$ cat config.mk
export PLATFORM = sky130hd
export DESIGN_NAME = vga_sync_decoder
export DESIGN_NICKNAME = d
export VERILOG_FILES = /design/src/rtl/vga_sync_decoder.sv
export SDC_FILE = /design/constraint.sdc
export NUM_CORES = 1
export LEC_CHECK = 0
export CAP_MARGIN = 20
export CORE_MARGIN = 8
export CORE_UTILIZATION = 47
export CTS_CLUSTER_DIAMETER = 60
export CTS_CLUSTER_SIZE = 30
export DETAILED_ROUTE_END_ITERATION = 6
export PLACE_DENSITY = 0.76
export SYNTH_ARGS = -nofsm -noshare
export SYNTH_HDL_FRONTEND = slang
export SYNTH_SLANG_ARGS = --single-unit
$ cat constraint.sdc
create_clock -name clk -period 2.1 [get_ports clk]
set_input_delay 0.42 -clock clk [delete_from_list [all_inputs] [get_ports clk]]
set_output_delay 0.42 -clock clk [all_outputs]
set_load 0.005 [all_outputs]
$ cat src/rtl/vga_sync_decoder.sv
// Recovers raster position, line/frame lengths and lock status from active-low hsync/vsync.
// Define VGA_DEC_SYNC_EN to insert a 2-flop synchronizer on hsync/vsync for asynchronous sources.
module vga_sync_decoder #(
  parameter int unsigned H_TOTAL     = 800,
  parameter int unsigned V_TOTAL     = 521,
  parameter int unsigned HBP         = 144,
  parameter int unsigned HFP         = 784,
  parameter int unsigned VBP         = 31,
  parameter int unsigned VFP         = 511,
  parameter int unsigned LOCK_FRAMES = 2
) (
  input  logic       clk,
  input  logic       rst,
  input  logic       hsync,
  input  logic       vsync,
  output logic [9:0] x_pos,
  output logic [9:0] y_pos,
  output logic       valid,
  output logic       locked,
  output logic [9:0] h_total,
  output logic [9:0] v_total,
  output logic       line_err,
  output logic       frame_err
);

  // state    | meaning
  // SEARCH   | no frame boundary seen yet, no length checks
  // TRACK    | checking line/frame lengths, counting clean frames
  // LOCKED   | LOCK_FRAMES clean frames seen, valid enabled
  localparam logic [1:0] S_SEARCH = 2'd0;
  localparam logic [1:0] S_TRACK  = 2'd1;
  localparam logic [1:0] S_LOCKED = 2'd2;

  localparam logic [10:0] H_TOTAL_L = 11'(H_TOTAL);
  localparam logic [10:0] V_TOTAL_L = 11'(V_TOTAL);
  localparam logic [9:0]  HBP_L     = 10'(HBP);
  localparam logic [9:0]  HFP_L     = 10'(HFP);
  localparam logic [9:0]  VBP_L     = 10'(VBP);
  localparam logic [9:0]  VFP_L     = 10'(VFP);
  localparam logic [3:0]  LOCK_L    = 4'(LOCK_FRAMES);
  localparam logic [9:0]  CNT_MAX   = 10'h3FF;

  logic hs_in, vs_in;

`ifdef VGA_DEC_SYNC_EN
  logic [1:0] hs_sync_q, vs_sync_q;

  always_ff @(posedge clk) begin
    if (rst) begin
      hs_sync_q <= 2'b11;
      vs_sync_q <= 2'b11;
    end else begin
      hs_sync_q <= {hs_sync_q[0], hsync};
      vs_sync_q <= {vs_sync_q[0], vsync};
    end
  end

  assign hs_in = hs_sync_q[1];
  assign vs_in = vs_sync_q[1];
`else
  assign hs_in = hsync;
  assign vs_in = vsync;
`endif

  logic       hs_prev_q, vs_prev_q;
  logic       vs_armed_q, vs_armed_d;
  logic       frame_bad_q, frame_bad_d;
  logic       line_err_q, line_err_d;
  logic       frame_err_q, frame_err_d;
  logic [9:0] h_cnt_q, h_cnt_d;
  logic [9:0] v_cnt_q, v_cnt_d;
  logic [9:0] h_total_q, h_total_d;
  logic [9:0] v_total_q, v_total_d;
  logic [1:0] state_q, state_d;
  logic [3:0] good_cnt_q, good_cnt_d;

  logic        hs_fall, vs_fall, boundary, line_bad, frame_len_bad;
  logic [10:0] h_len, v_len;

  function automatic logic [9:0] sat10(input logic [10:0] v);
    return v[10] ? CNT_MAX : v[9:0];
  endfunction

  assign hs_fall       = hs_prev_q & ~hs_in;
  assign vs_fall       = vs_prev_q & ~vs_in;
  assign boundary      = hs_fall & (vs_armed_q | vs_fall);
  assign h_len         = {1'b0, h_cnt_q} + 11'd1;
  assign v_len         = {1'b0, v_cnt_q} + 11'd1;
  assign line_bad      = (h_len != H_TOTAL_L);
  assign frame_len_bad = (v_len != V_TOTAL_L);

  always_comb begin
    h_cnt_d     = hs_fall ? 10'd0 : sat10(h_len);
    h_total_d   = hs_fall ? sat10(h_len) : h_total_q;
    v_cnt_d     = v_cnt_q;
    v_total_d   = v_total_q;
    vs_armed_d  = hs_fall ? 1'b0 : (vs_armed_q | vs_fall);
    state_d     = state_q;
    good_cnt_d  = good_cnt_q;
    frame_bad_d = frame_bad_q;
    line_err_d  = 1'b0;
    frame_err_d = 1'b0;

    if (boundary) begin
      v_cnt_d   = 10'd0;
      v_total_d = sat10(v_len);
    end else if (hs_fall) begin
      v_cnt_d = sat10(v_len);
    end

    case (state_q)
      S_SEARCH: begin
        if (boundary) begin
          state_d     = S_TRACK;
          good_cnt_d  = 4'd0;
          frame_bad_d = 1'b0;
        end
      end
      default: begin
        if (hs_fall) begin
          line_err_d  = line_bad;
          frame_err_d = boundary & frame_len_bad;
          frame_bad_d = boundary ? 1'b0 : (frame_bad_q | line_bad);
          if (state_q == S_LOCKED) begin
            if (line_bad | (boundary & frame_len_bad)) begin
              state_d    = S_TRACK;
              good_cnt_d = 4'd0;
            end
          end else if (boundary) begin
            // a bad last line spoils the frame it closes
            if (line_bad | frame_len_bad | frame_bad_q) begin
              good_cnt_d = 4'd0;
            end else if (good_cnt_q + 4'd1 == LOCK_L) begin
              good_cnt_d = LOCK_L;
              state_d    = S_LOCKED;
            end else begin
              good_cnt_d = good_cnt_q + 4'd1;
            end
          end
        end
      end
    endcase

    // hsync lost: drop lock in the same cycle h_cnt saturates
    if (h_cnt_d == CNT_MAX) begin
      state_d     = S_SEARCH;
      good_cnt_d  = 4'd0;
      frame_bad_d = 1'b0;
    end
  end

  always_ff @(posedge clk) begin
    if (rst) begin
      hs_prev_q   <= 1'b0;
      vs_prev_q   <= 1'b0;
      vs_armed_q  <= 1'b0;
      frame_bad_q <= 1'b0;
      line_err_q  <= 1'b0;
      frame_err_q <= 1'b0;
      h_cnt_q     <= 10'd0;
      v_cnt_q     <= 10'd0;
      h_total_q   <= 10'd0;
      v_total_q   <= 10'd0;
      state_q     <= S_SEARCH;
      good_cnt_q  <= 4'd0;
    end else begin
      hs_prev_q   <= hs_in;
      vs_prev_q   <= vs_in;
      vs_armed_q  <= vs_armed_d;
      frame_bad_q <= frame_bad_d;
      line_err_q  <= line_err_d;
      frame_err_q <= frame_err_d;
      h_cnt_q     <= h_cnt_d;
      v_cnt_q     <= v_cnt_d;
      h_total_q   <= h_total_d;
      v_total_q   <= v_total_d;
      state_q     <= state_d;
      good_cnt_q  <= good_cnt_d;
    end
  end

  assign x_pos     = h_cnt_q - HBP_L;
  assign y_pos     = v_cnt_q - VBP_L;
  assign locked    = (state_q == S_LOCKED);
  assign valid     = locked & (h_cnt_q > HBP_L) & (h_cnt_q < HFP_L)
                   & (v_cnt_q > VBP_L) & (v_cnt_q < VFP_L);
  assign h_total   = h_total_q;
  assign v_total   = v_total_q;
  assign line_err  = line_err_q;
  assign frame_err = frame_err_q;

endmodule

[Word-level counts from Yosys, hierarchy flattened]
Index checks and enable logic that the tools add are counted.
Word-level totals
  register bits after elaboration: 52
  input port bits: 4
  output and inout port bits: 44
  word-level logic and storage cells: 79
Cells by class
  $add $sub $neg: 5
  order comparisons: 4
  eq/ne operators: 8
  muxes and demuxes: 23
  bitwise operators: 16
  reductions and logical operators: 11
Operators with widths (number)
  $mux 4: 8
  $mux 10: 3
  $add 10x1->11 const B: 2
  $ne 11x10->1 const B: 2
  $mux 2: 8
  $eq 10x10->1 const B: 1
  $gt 10x5->1 const B: 1
  $gt 10x8->1 const B: 1
  $lt 10x10->1 const B: 1
  $lt 10x9->1 const B: 1
  $sub 10x5->10 const B: 1
  $sub 10x8->10 const B: 1
  $and 1x1->1: 8
  $reduce_and 6->1: 1
  $reduce_or 2->1: 3
  $or 1x1->1: 5
  $add 4x1->4 const B: 1
  $eq 4x2->1 const B: 1
  $mux 1: 4
  $reduce_and 4->1: 1
  $reduce_bool 2->1: 2
  $ne 3x1->1 const B: 1
  $ne 3x2->1 const B: 1
  $not 1->1: 3
  6 further kinds: 6

[Logic depth before layout (Yosys ltp)]
Gate-level depths: netlist of run 1.
  depth in word-level cells: 10
  mapped depth: 8
  gate-level depth less buffers: 8

[Worst setup path after synthesis of run 1]
OpenSTA, ideal clock, no wires.
  path type: flip-flop to flip-flop
  start point: register h_cnt_q[0]
  end point: register good_cnt_q[0]
  setup time: 0.121 ns
  arrival: 2.094 ns
  data required time: 1.979 ns
  path slack: -0.115 ns
  stages on the path, launching flop included: 8
  buffers on the path: 0
  clock period less this slack: 2.215 ns
  path through: dfxtp_1 -> ha_1 -> nand4_4 -> nor3_2 -> o21ai_1 -> or4b_1 -> nand2b_2 -> o31ai_2
Between the ends
  word-level cells in the longest chain between the ends: 9
  elaborated cells between the ends (all ways): 16
  classes of those cells: 1 x add/sub; 3 x eq/ne; 7 x mux; 3 x bitwise; 2 x reduce/logical
RTL lines
  start, declared: RTL line 70  | logic [9:0] h_cnt_q, h_cnt_d;
  start signal, assigned: RTL line 173  | h_cnt_q <= h_cnt_d;
  $add 10x1->11 (*): RTL line 87  | assign h_len = {1'b0, h_cnt_q} + 11'd1;
  $ne 11x10->1: RTL line 89  | assign line_bad = (h_len != H_TOTAL_L);
  $or 1x1->1 (2 in a row): RTL line 131  | if (line_bad | frame_len_bad | frame_bad_q) begin
  $mux 4: RTL line 131
  $mux 4: RTL line 129  | end else if (boundary) begin
  $mux 4: RTL line 124  | if (state_q == S_LOCKED) begin
  $mux 4: RTL line 120  | if (hs_fall) begin
  $mux 4: RTL line 111  | case (state_q)
  end signal, assigned: RTL line 178  | good_cnt_q <= good_cnt_d;
  end, declared: RTL line 75  | logic [3:0] good_cnt_q, good_cnt_d;
Mark *: on every way between the ends. The rest lies on a longest branch, timed or not. The select of a mux whose other input is x is not followed.
A chain may end at the register's enable or synchronous reset.

[Worst setup path after layout of run 1]
  start point: register h_cnt_q[5]
  end point: output valid
Between the ends
  word-level cells in the longest chain between the ends: 5
  elaborated cells between the ends (all ways): 6
  classes of those cells: 2 x order compare; 4 x bitwise
RTL lines
  $gt 10x8->1: RTL line 185  | assign valid = locked & (h_cnt_q > HBP_L) & (h_cnt_q < HFP_L)
  $and 1x1->1: RTL line 185
  $and 1x1->1 (*): RTL line 185
  $and 1x1->1 (*) (2 in a row): RTL line 186  | & (v_cnt_q > VBP_L) & (v_cnt_q < VFP_L);
  end, declared: RTL line 18  | output logic valid,
Mark *: on every way between the ends. The rest lies on a longest branch, timed or not.

==> results of run 1 <==
state kept, by name, summed over array words and instances (netlist names):
signal       flops
good_cnt_q       4
v_cnt_q         10
h_total         10
h_cnt_q         10
state_q          2
frame_err        1
hs_prev_q        1
vs_armed_q       1
vs_prev_q        1
frame_bad_q      1
v_total         10
line_err         1
kinds of logic after synthesis:
group	after synthesis	share of synthesized area [%]
xor+xnor	20	5.93
buf+inv	42	6.44
mux	2	0.678
simple gates	159	29.2
fa+ha+maj	10	4.24
compound gates	74	18.3
flops	52	35.3
power groups by stage:
stage / logic (W) / clock network [W] / registers [W]
finish: 0.000230 / 0.000754 / 0.00103
global route: 0.000246 / 0.000807 / 0.00103
CTS: 0.000222 / 0.000769 / 0.00103
detailed placement: 0.000207 / 0 / 0.00105
global placement: 0.000204 / 0 / 0.00105
floorplan: 0.000101 / 0 / 0.00105
stage by stage:
stage / utilization [%] / power [W] / hold slack [ps]
6_report: 71.8 / 0.00201 / 466
5_1_grt: 71.8 / 0.00208 / 509
4_1_cts: 68.8 / 0.00202 / 473
3_5_place_dp: 63.6 / 0.00126 / 460
3_3_place_gp: 63.6 / 0.00125 / 438
2_1_floorplan: - / 0.00115 / 448
how the worst max path moves through the flow:
stage	start	to	depth (start not counted)
final	h_cnt_q[5]	valid	8
after global routing	h_cnt_q[5]	valid	8
after CTS	h_cnt_q[4]	valid	8
after detailed placement	h_cnt_q[4]	valid	8
after global placement	h_cnt_q[4]	valid	8
after floorplan	h_cnt_q[1]	state_q[1]	8
cell type report:
type,instances,area [um^2],share of cell area (%)
clock buffer,7,96.3,2.16
inverter,12,47.5,1.07
tap,77,96.3,2.16
multi-input combinational,265,1970,44.2
sequential,52,1060,23.8
clock inverter,1,30.0,0.674
timing repair buffer,130,1160,25.9
worst max-delay path: cells and delay by family (launching register included):
family / cells / cell delay, ps
simple gates: 4 / 590
flops: 1 / 330
compound gates: 1 / 210
fa+ha+maj: 1 / 150
buf+inv: 2 / 210
placed cells by master (no fill, tap or decap), types with 6 or more instances in the layout:
cell and n:
a211oi_1 14, a21oi_1 17, a311oi_1 9, buf_4 68, buf_6 11, clkbuf_8 7, clkdlybuf4s50_1 33, dfxtp_1 41
dfxtp_2 8, dlygate4sd2_1 7, ha_1 6, inv_1 9, nand2_1 20, nand2b_1 6, nand3_1 8, nand4_1 6
nor2_1 52, nor2b_1 6, nor3_1 12, o21ai_0 8, xnor2_1 8, xor2_1 8
repair_timing:
action                     4_1_cts  5_1_grt
pin swaps                        9       19
cloned                           0        1
setup endpoints to repair       21       15
buffers inserted                 9        6
resized for setup               58       38
per-layer routing:
metal	up-vias	global-route usage, %
li1	1476	-
met1	1454	22.8
met2	99	33.2
met3	16	3.07
met4	0	7.28
met5	-	0
==> results.yml, run 1 <==
pwr:
  p_int_w: 0.00155
  p_leak_nw: 1.75
  p_sw_share_pct: 23.1
  p_per_area_nw_per_um2: 451
  seqPwrFrac_pct: 51.1
  power.switching_w: 0.000465
  peakVddDrop_v: 0.000322
  clkPwrFrac_pct: 37.5
  pwr-share-comb_pct: 11.4
cts:
  hold_buffers: 0
  cts_buffers: 5
  clk_pin_slew_ps: 90
  cts_tree: "yes"
  clk-insertion-delay-late_ps: 310
  cts_root_buf: "clkbuf_8"
  cts-htree-levels: 2
  clk_path_buf_depth: 2
  cts_sinks: 52
route:
  routed-wl-met3_um: 572
  wirelength_um: 9060
  vias: 3045
  postRouteAntennaNets: 0
  met1_length_um: 3720
  drcViolationCount: 0
  drt_iter0_markers: 266
  top_layer_used: "met4"
  post_drt_wl_per_cell_um: 16.7
  firstDrtPassIters: 4
  vias_per_cell: 5.60
  wl_met2_um: 4570
placement:
  dp.final_hpwl_um: 6080
  globalplace.congestion: 0.881
  place_inst: 521
  io_buffers: 47
  dp_slack_ps: -204
  dpl_cell_area_um2: 3950
yosys:
  yosys_warnings: 0
  syn_area_per_cell_um2: 8.23
  yosysSeqAreaShare_pct: 35.3
  syn_area_um2: 2950
  async_flop_share_pct: 0
  synthDominantAreaCellType: "dfxtp_1"
  synth_cell_types: 58
  synth_edf_count: 0
  synth_common_cells: "nor2_1, dfxtp_1, nand2_1"
  synth_top_area_share_pct: 35.3
  synth_nets: 373
  synth-seq-cells: 52
  yosys-top-cells-area: "dfxtp_1, nor2_1, ha_1, a211oi_1, xor2_1"
  syn-instance-count: 359
  synth_most_common_cell: "nor2_1"
  synthFlopType: "dfxtp_1"
grt:
  grt_util_all_layers_pct: 19.0
  grt_antenna_before_repair: 0
  grt_pass1_vias: 2905
  grt_max_degree: 29
  grt_overflow: 0
  grt_pass1_wl_um: 13800
sta:
  rsz0062_at_grt: "true"
  drv_slew: 0
  finalSetupViolCount: 8
  max_freq_mhz: 447
  fin_setup_tns_ps: -384
  setup_ws_ps: -139
  post-route-period-util_pct: 107
  timing.final.hold_violations: 0
  finalClockSkew_ps: 6.17
  worst_slew_margin_rel_pct: 60.9
  fin_crit_ps: 2240
  worst_pin_slew_ps: 583
die:
  core_area_um2: 6200
  ios: 48
  fp.dieW_um: 95.3
  die_area_um2: 9070
  fp.dieH_um: 95.3
  start_util_pct: 47.6
  row_count: 29
setup_path:
  crit_path_max_incr_delay_ps: 410
  crit_type: "reg2out"
  worstPathCellList: "inv_2 > ha_4 > nand2b_4 > nor2_2 > nor2_1 > or4_4 > a211oi_2 > buf_2"
  reg2reg_depth: 10
  r2r-end: "good_cnt_q[3]"
  cp-end-kind: "output port"
  critPathArrivalTime_ps: 1820
  r2r-start: "h_cnt_q[4]"
  cp-start-kind: "flip-flop"
  r2r_slack_ps: -50
  cp.required_ps: 1680
  cp_max_fo: 2
  slowest_stage: "or4_4"
layout:
  num_antenna_cells: 0
  syn_to_final_growth_pct: 50.9
  fin_cells: 544
  finalInstanceArea_um2: 4460
  final_nets: 480
  final_layout_size_suffix_gt1_share_pct: 34.7
  nFillCells: 442
status:
  violations: "setup timing"
  status: "finished with violations"
flow_run:
  max-cap-violations: 0
worst_hold_path:
  hp-start: "v_total[9]"
  whs_path_depth: 2
  hp-class: "reg2reg"
  hold_end: "v_total[9]"
No activity file was read; power rests on OpenSTA's default activity.
==> run 2: changes to the inputs <==
CORE_ASPECT_RATIO = 1.4   (was not set)
CORE_UTILIZATION = 33   (was 47)
PLACE_DENSITY = 0.58   (was 0.76)
==> run 2 against run 1 <==
- the run still ends with setup timing left
- clock skew decreased by 1.0 ps
- setup slack improved by 74 ps
- non-clock buffer count increased by 4
- clock-buffer cell count decreased by 1
- global-route usage decreased by 4.6 points
==> results.yml, run 2 (synthesis gave the netlist of run 1 again) <==
die:
  fp.dieW_um: 95.9
  ios: 48
  die_area_um2: 12300
  fp.dieH_um: 128
  row_count: 41
  core_area_um2: 8870
  start_util_pct: 33.3
layout:
  layout_common_cells: "buf_4, nor2_1, dfxtp_1"
  syn_to_final_growth_pct: 48.4
  num_antenna_cells: 0
  final_layout_size_suffix_gt1_share_pct: 31.3
  fin_cells: 577
  final_nets: 484
  finalInstanceArea_um2: 4380
  seq_area_um2: 1050
  multiInputGateArea_um2: 1900
  nFillCells: 852
  mostFrequentLayoutCell: "buf_4"
placement:
  io_buffers: 47
  dpl_cell_area_um2: 4040
  dp.final_hpwl_um: 6660
  place_inst: 562
  globalplace.congestion: 0.852
pwr:
  pwr-share-comb_pct: 11.4
  clkPwrFrac_pct: 38.3
  p_per_area_nw_per_um2: 467
  p_leak_nw: 1.71
  power.switching_w: 0.000480
  seqPwrFrac_pct: 50.3
  peakVddDrop_v: 0.000277
  p_int_w: 0.00157
  p_sw_share_pct: 23.5
setup_path:
  critPathArrivalTime_ps: 1750
  cp-end-kind: "output port"
  cp-start-kind: "flip-flop"
  r2r-start: "h_cnt_q[1]"
  crit_type: "reg2out"
  cp_max_fo: 2
  cp-startpoint: "h_cnt_q[4]"
  cp.required_ps: 1680
route:
  wirelength_um: 8560
  vias: 2983
  post_drt_wl_per_cell_um: 14.8
  firstDrtPassIters: 4
  postRouteAntennaNets: 0
  drcViolationCount: 0
  drt_iter0_markers: 65
  vias_per_cell: 5.17
sta:
  holdWs_ps: 455
  worst_slew_margin_rel_pct: 64.8
  finalSetupViolCount: 1
  worst_pin_slew_ps: 524
  setup_ws_ps: -65.5
  rsz0062_at_grt: "true"
  post-route-period-util_pct: 103
  drv_slew: 0
  finalClockSkew_ps: 5.13
  timing.final.hold_violations: 0
  fin_crit_ps: 2170
  max_freq_mhz: 462
cts:
  cts_tree: "yes"
  cts_buffers: 5
  clk-insertion-delay-late_ps: 290
  cts_sinks: 52
  clk_path_buf_depth: 2
  clk_pin_slew_ps: 70
  cts_root_buf: "clkbuf_16"
  cts-htree-levels: 2
status:
  violations: "setup timing"
  status: "finished with violations"
grt:
  grt_pass1_wl_um: 14100
  grt_util_all_layers_pct: 14.4
  grt_pass1_vias: 2902
  grt_antenna_before_repair: 0
  grt_max_degree: 17
  grt_overflow: 0
worst_hold_path:
  hp-start: "v_total[9]"
  hp-class: "reg2reg"
flow_run:
  max-cap-violations: 0
[run 2: cell types whose count changed in the layout (fill, tap and decap cells not counted), moves of 5 or more]
cell / change
buf_6: -8
clkbuf_8: -7
clkbuf_16: +5
buf_4: +15
[run 2: repair_timing]
item                       4_1_cts  5_1_grt
buffers inserted                 7        1
gates resized for setup         51       10
hold endpoints to repair         0        0
pin swaps                       10        6
setup endpoints to repair       21       14
hold buffers                     0        0
[run 2: power groups by stage]
stage	Sequential (W)	Clock, W	Combinational [W]
2_1_floorplan	0.00105	0	0.000101
3_3_place_gp	0.00105	0	0.000217
3_5_place_dp	0.00105	0	0.000218
4_1_cts	0.00103	0.000817	0.000232
5_1_grt	0.00103	0.000846	0.000252
6_report	0.00103	0.000784	0.000232
[run 2: stage by stage]
| step | TNS (ps) | worst slack (ps) | power, W | util, % |
|---|---|---|---|---|
| CTS | -92.3 | -92.3 | 0.00208 | 49.1 |
| detailed placement | -2210 | -186 | 0.00127 | 45.5 |
| finish | -65.5 | -65.5 | 0.00205 | 49.4 |
| floorplan | 0 | 30.7 | 0.00115 | - |
| global placement | -1670 | -185 | 0.00127 | 45.5 |
| global route | -1100 | -245 | 0.00213 | 49.4 |
[run 2: final cells by class]
type	instances	area share, %
multi-input combinational	265	43.5
timing repair buffer	134	25.4
sequential	52	24.0
tap	107	3.06
clock buffer	6	2.94
inverter	12	1.03
clock inverter	1	0.114
[run 2: critical path, stage by stage (launching register included)]
cell	delay, ps
dfxtp_2	320
inv_1	70
ha_1	160
nand2b_1	70
nor2_1	90
nor2_1	40
or4_1	410
a211oi_2	160
buf_2	140
[run 2: per-layer routing]
layer	global-route usage, %	share of wire [%]
met4	4.72	1.6
met5	0	0
met1	16.3	41
met3	1.70	3.6
met2	26.6	54
[run 2: worst paths after layout]
check,slack (ps),to,depth (start not counted)
max,-70,valid,8
min,450,v_total[9],2
max reg2reg,10,good_cnt_q[0],8
min reg2reg,450,v_total[9],2
==> run 3: changes to the inputs <==
CORE_UTILIZATION = 40   (was 33)
GPL_ROUTABILITY_DRIVEN = 0   (was not set)
GPL_TIMING_DRIVEN = 0   (was not set)
PLACE_DENSITY = 0.67   (was 0.58)
==> run 3 against run 2 <==
- the run still ends with setup timing left
- clock-buffer cell count up 2
- die area decreased by 15%
- final cell count fell by 6.6%
- wire length rose by 6.7%
- non-clock buffer count down 29
- maximum frequency down 4.8%
- global-route usage up 1.8 points
- via count decreased by 0.37%
- clock skew grew 0.67 ps
- power is 10% lower
==> results.yml, run 3 (synthesis gave the netlist of run 1 again) <==
pwr:
  pwr-share-comb_pct: 12.6
  power.switching_w: 0.000456
  p_int_w: 0.00139
  clkPwrFrac_pct: 31.6
  p_per_area_nw_per_um2: 422
  p_leak_nw: 1.62
  power_w: 0.00184
  peakVddDrop_v: 0.000314
  p_sw_share_pct: 24.8
  seqPwrFrac_pct: 55.7
die:
  row_count: 37
  ios: 48
  die_area_um2: 10400
  fp.dieW_um: 88.6
  fp.dieH_um: 118
  start_util_pct: 40.6
  core_area_um2: 7270
route:
  post_drt_wl_per_cell_um: 16.9
  firstDrtPassIters: 4
  vias_per_cell: 5.51
  drcViolationCount: 0
  drt_iter0_markers: 137
  vias: 2972
  wirelength_um: 9140
  postRouteAntennaNets: 0
layout:
  final_layout_size_suffix_gt1_share_pct: 35.3
  final_nets: 455
  num_antenna_cells: 0
  mostFrequentLayoutCell: "nor2_1"
  nFillCells: 651
  syn_to_final_growth_pct: 47.8
  layout_common_cells: "nor2_1, dfxtp_1, buf_4, clkdlybuf4s50_1, nand2_1"
setup_path:
  slowest_stage: "or4_4"
  cp-start-kind: "flip-flop"
  cp_max_fo: 5
  r2r_slack_ps: -80
  cp-end-kind: "output port"
  worstPathCellList: "inv_4 > ha_4 > nand2b_4 > nor2_2 > nor2_1 > or4_4 > a211oi_2 > buf_2"
  r2r-start: "h_cnt_q[4]"
  critPathArrivalTime_ps: 1860
  cp-startpoint: "h_cnt_q[4]"
  reg2reg_depth: 11
  cp-endpoint: "valid"
  crit_type: "reg2out"
  r2r-end: "good_cnt_q[2]"
  crit_path_max_incr_delay_ps: 440
  cp.required_ps: 1680
sta:
  rsz0062_at_grt: "true"
  max_freq_mhz: 440
  timing.final.hold_violations: 0
  worst_pin_slew_ps: 582
  post-route-period-util_pct: 108
  setup_ws_ps: -175
  drv_slew: 0
  finalClockSkew_ps: 5.80
  finalSetupViolCount: 11
  fin_setup_tns_ps: -734
  fin_crit_ps: 2280
  worst_slew_margin_rel_pct: 61.2
grt:
  grt_max_degree: 15
  grt_pass1_wl_um: 13500
  grt_overflow: 0
  grt_util_all_layers_pct: 16.2
  grt_pass1_vias: 2837
  grt_antenna_before_repair: 0
placement:
  io_buffers: 46
  dp_slack_ps: -603
  dp.final_hpwl_um: 6030
cts:
  clk_path_buf_depth: 2
  clk_pin_slew_ps: 90
  cts-htree-levels: 2
  cts_root_buf: "clkbuf_8"
  hold_buffers: 0
  cts_buffers: 5
  clk-insertion-delay-late_ps: 300
  cts_sinks: 52
  cts_tree: "yes"
flow_run:
  max-cap-violations: 0
status:
  violations: "setup timing"
  status: "finished with violations"
worst_hold_path:
  hp-class: "reg2reg"
==> run 3: area by class of cell <==
class	count	area, um^2	share of cell area [%]
multi-input combinational	265	2140	49.0
sequential	52	1070	24.6
clock buffer	8	90.1	2.06
tap	97	121	2.78
inverter	12	53.8	1.23
buffer	26	174	3.99
timing repair buffer	79	711	16.3
==> run 3: power groups by stage <==
stage          clock network [W]  registers, W  logic [W]
2_1_floorplan                  0       0.00105   0.000101
3_3_place_gp                   0       0.00106   0.000175
3_5_place_dp                   0       0.00106   0.000178
4_1_cts                 0.000593       0.00103   0.000213
6_report                0.000583       0.00103   0.000233
5_1_grt                 0.000634       0.00103   0.000249
==> run 3: layer usage <==
metal | GRT usage (%) | vias up | wire length [um]
li1 | - | 1432 | -
met1 | 17.3 | 1439 | 3540
met2 | 29.4 | 81 | 4970
met3 | 2.31 | 20 | 386
met4 | 7.97 | 0 | 237
met5 | 0 | - | 0
==> run 3: worst max-delay path, delay by kind of cell, from the launching register on <==
kind,cells,cell delay (ps)
AND/OR/NAND/NOR,4,680
flip-flops,1,370
buffers and inverters,2,210
adder cells (fa/ha/maj),1,150
AO/OA/AOI/OAI,1,140
==> run 3: what timing repair did <==
action	in CTS	in global routing
pin swaps	15	27
resized for setup	78	83
buffers inserted	12	20
cloned	1	0
endpoints found under the setup margin	40	32
==> run 3: how the worst min path moves through the flow <==
stage	from	end	slack, ps	cells past startpoint
2_1_floorplan	v_total[9]	v_total[9]	450	2
3_3_place_gp	v_total[9]	v_total[9]	460	2
3_5_place_dp	v_total[9]	v_total[9]	460	2
4_1_cts	v_total[9]	v_total[9]	480	2
5_1_grt	h_total[8]	h_total[8]	500	2
6_report	v_total[9]	v_total[9]	480	2
==> run 3: through the flow <==
step	utilization, %	cells	instance area [um^2]	hold slack (ps)
detailed placement	48.9	502	3560	464
finish	60.0	539	4360	477
global route	60.0	539	4360	503
global placement	48.9	502	3560	459
floorplan	-	359	2970	448
CTS	54.8	520	3980	476
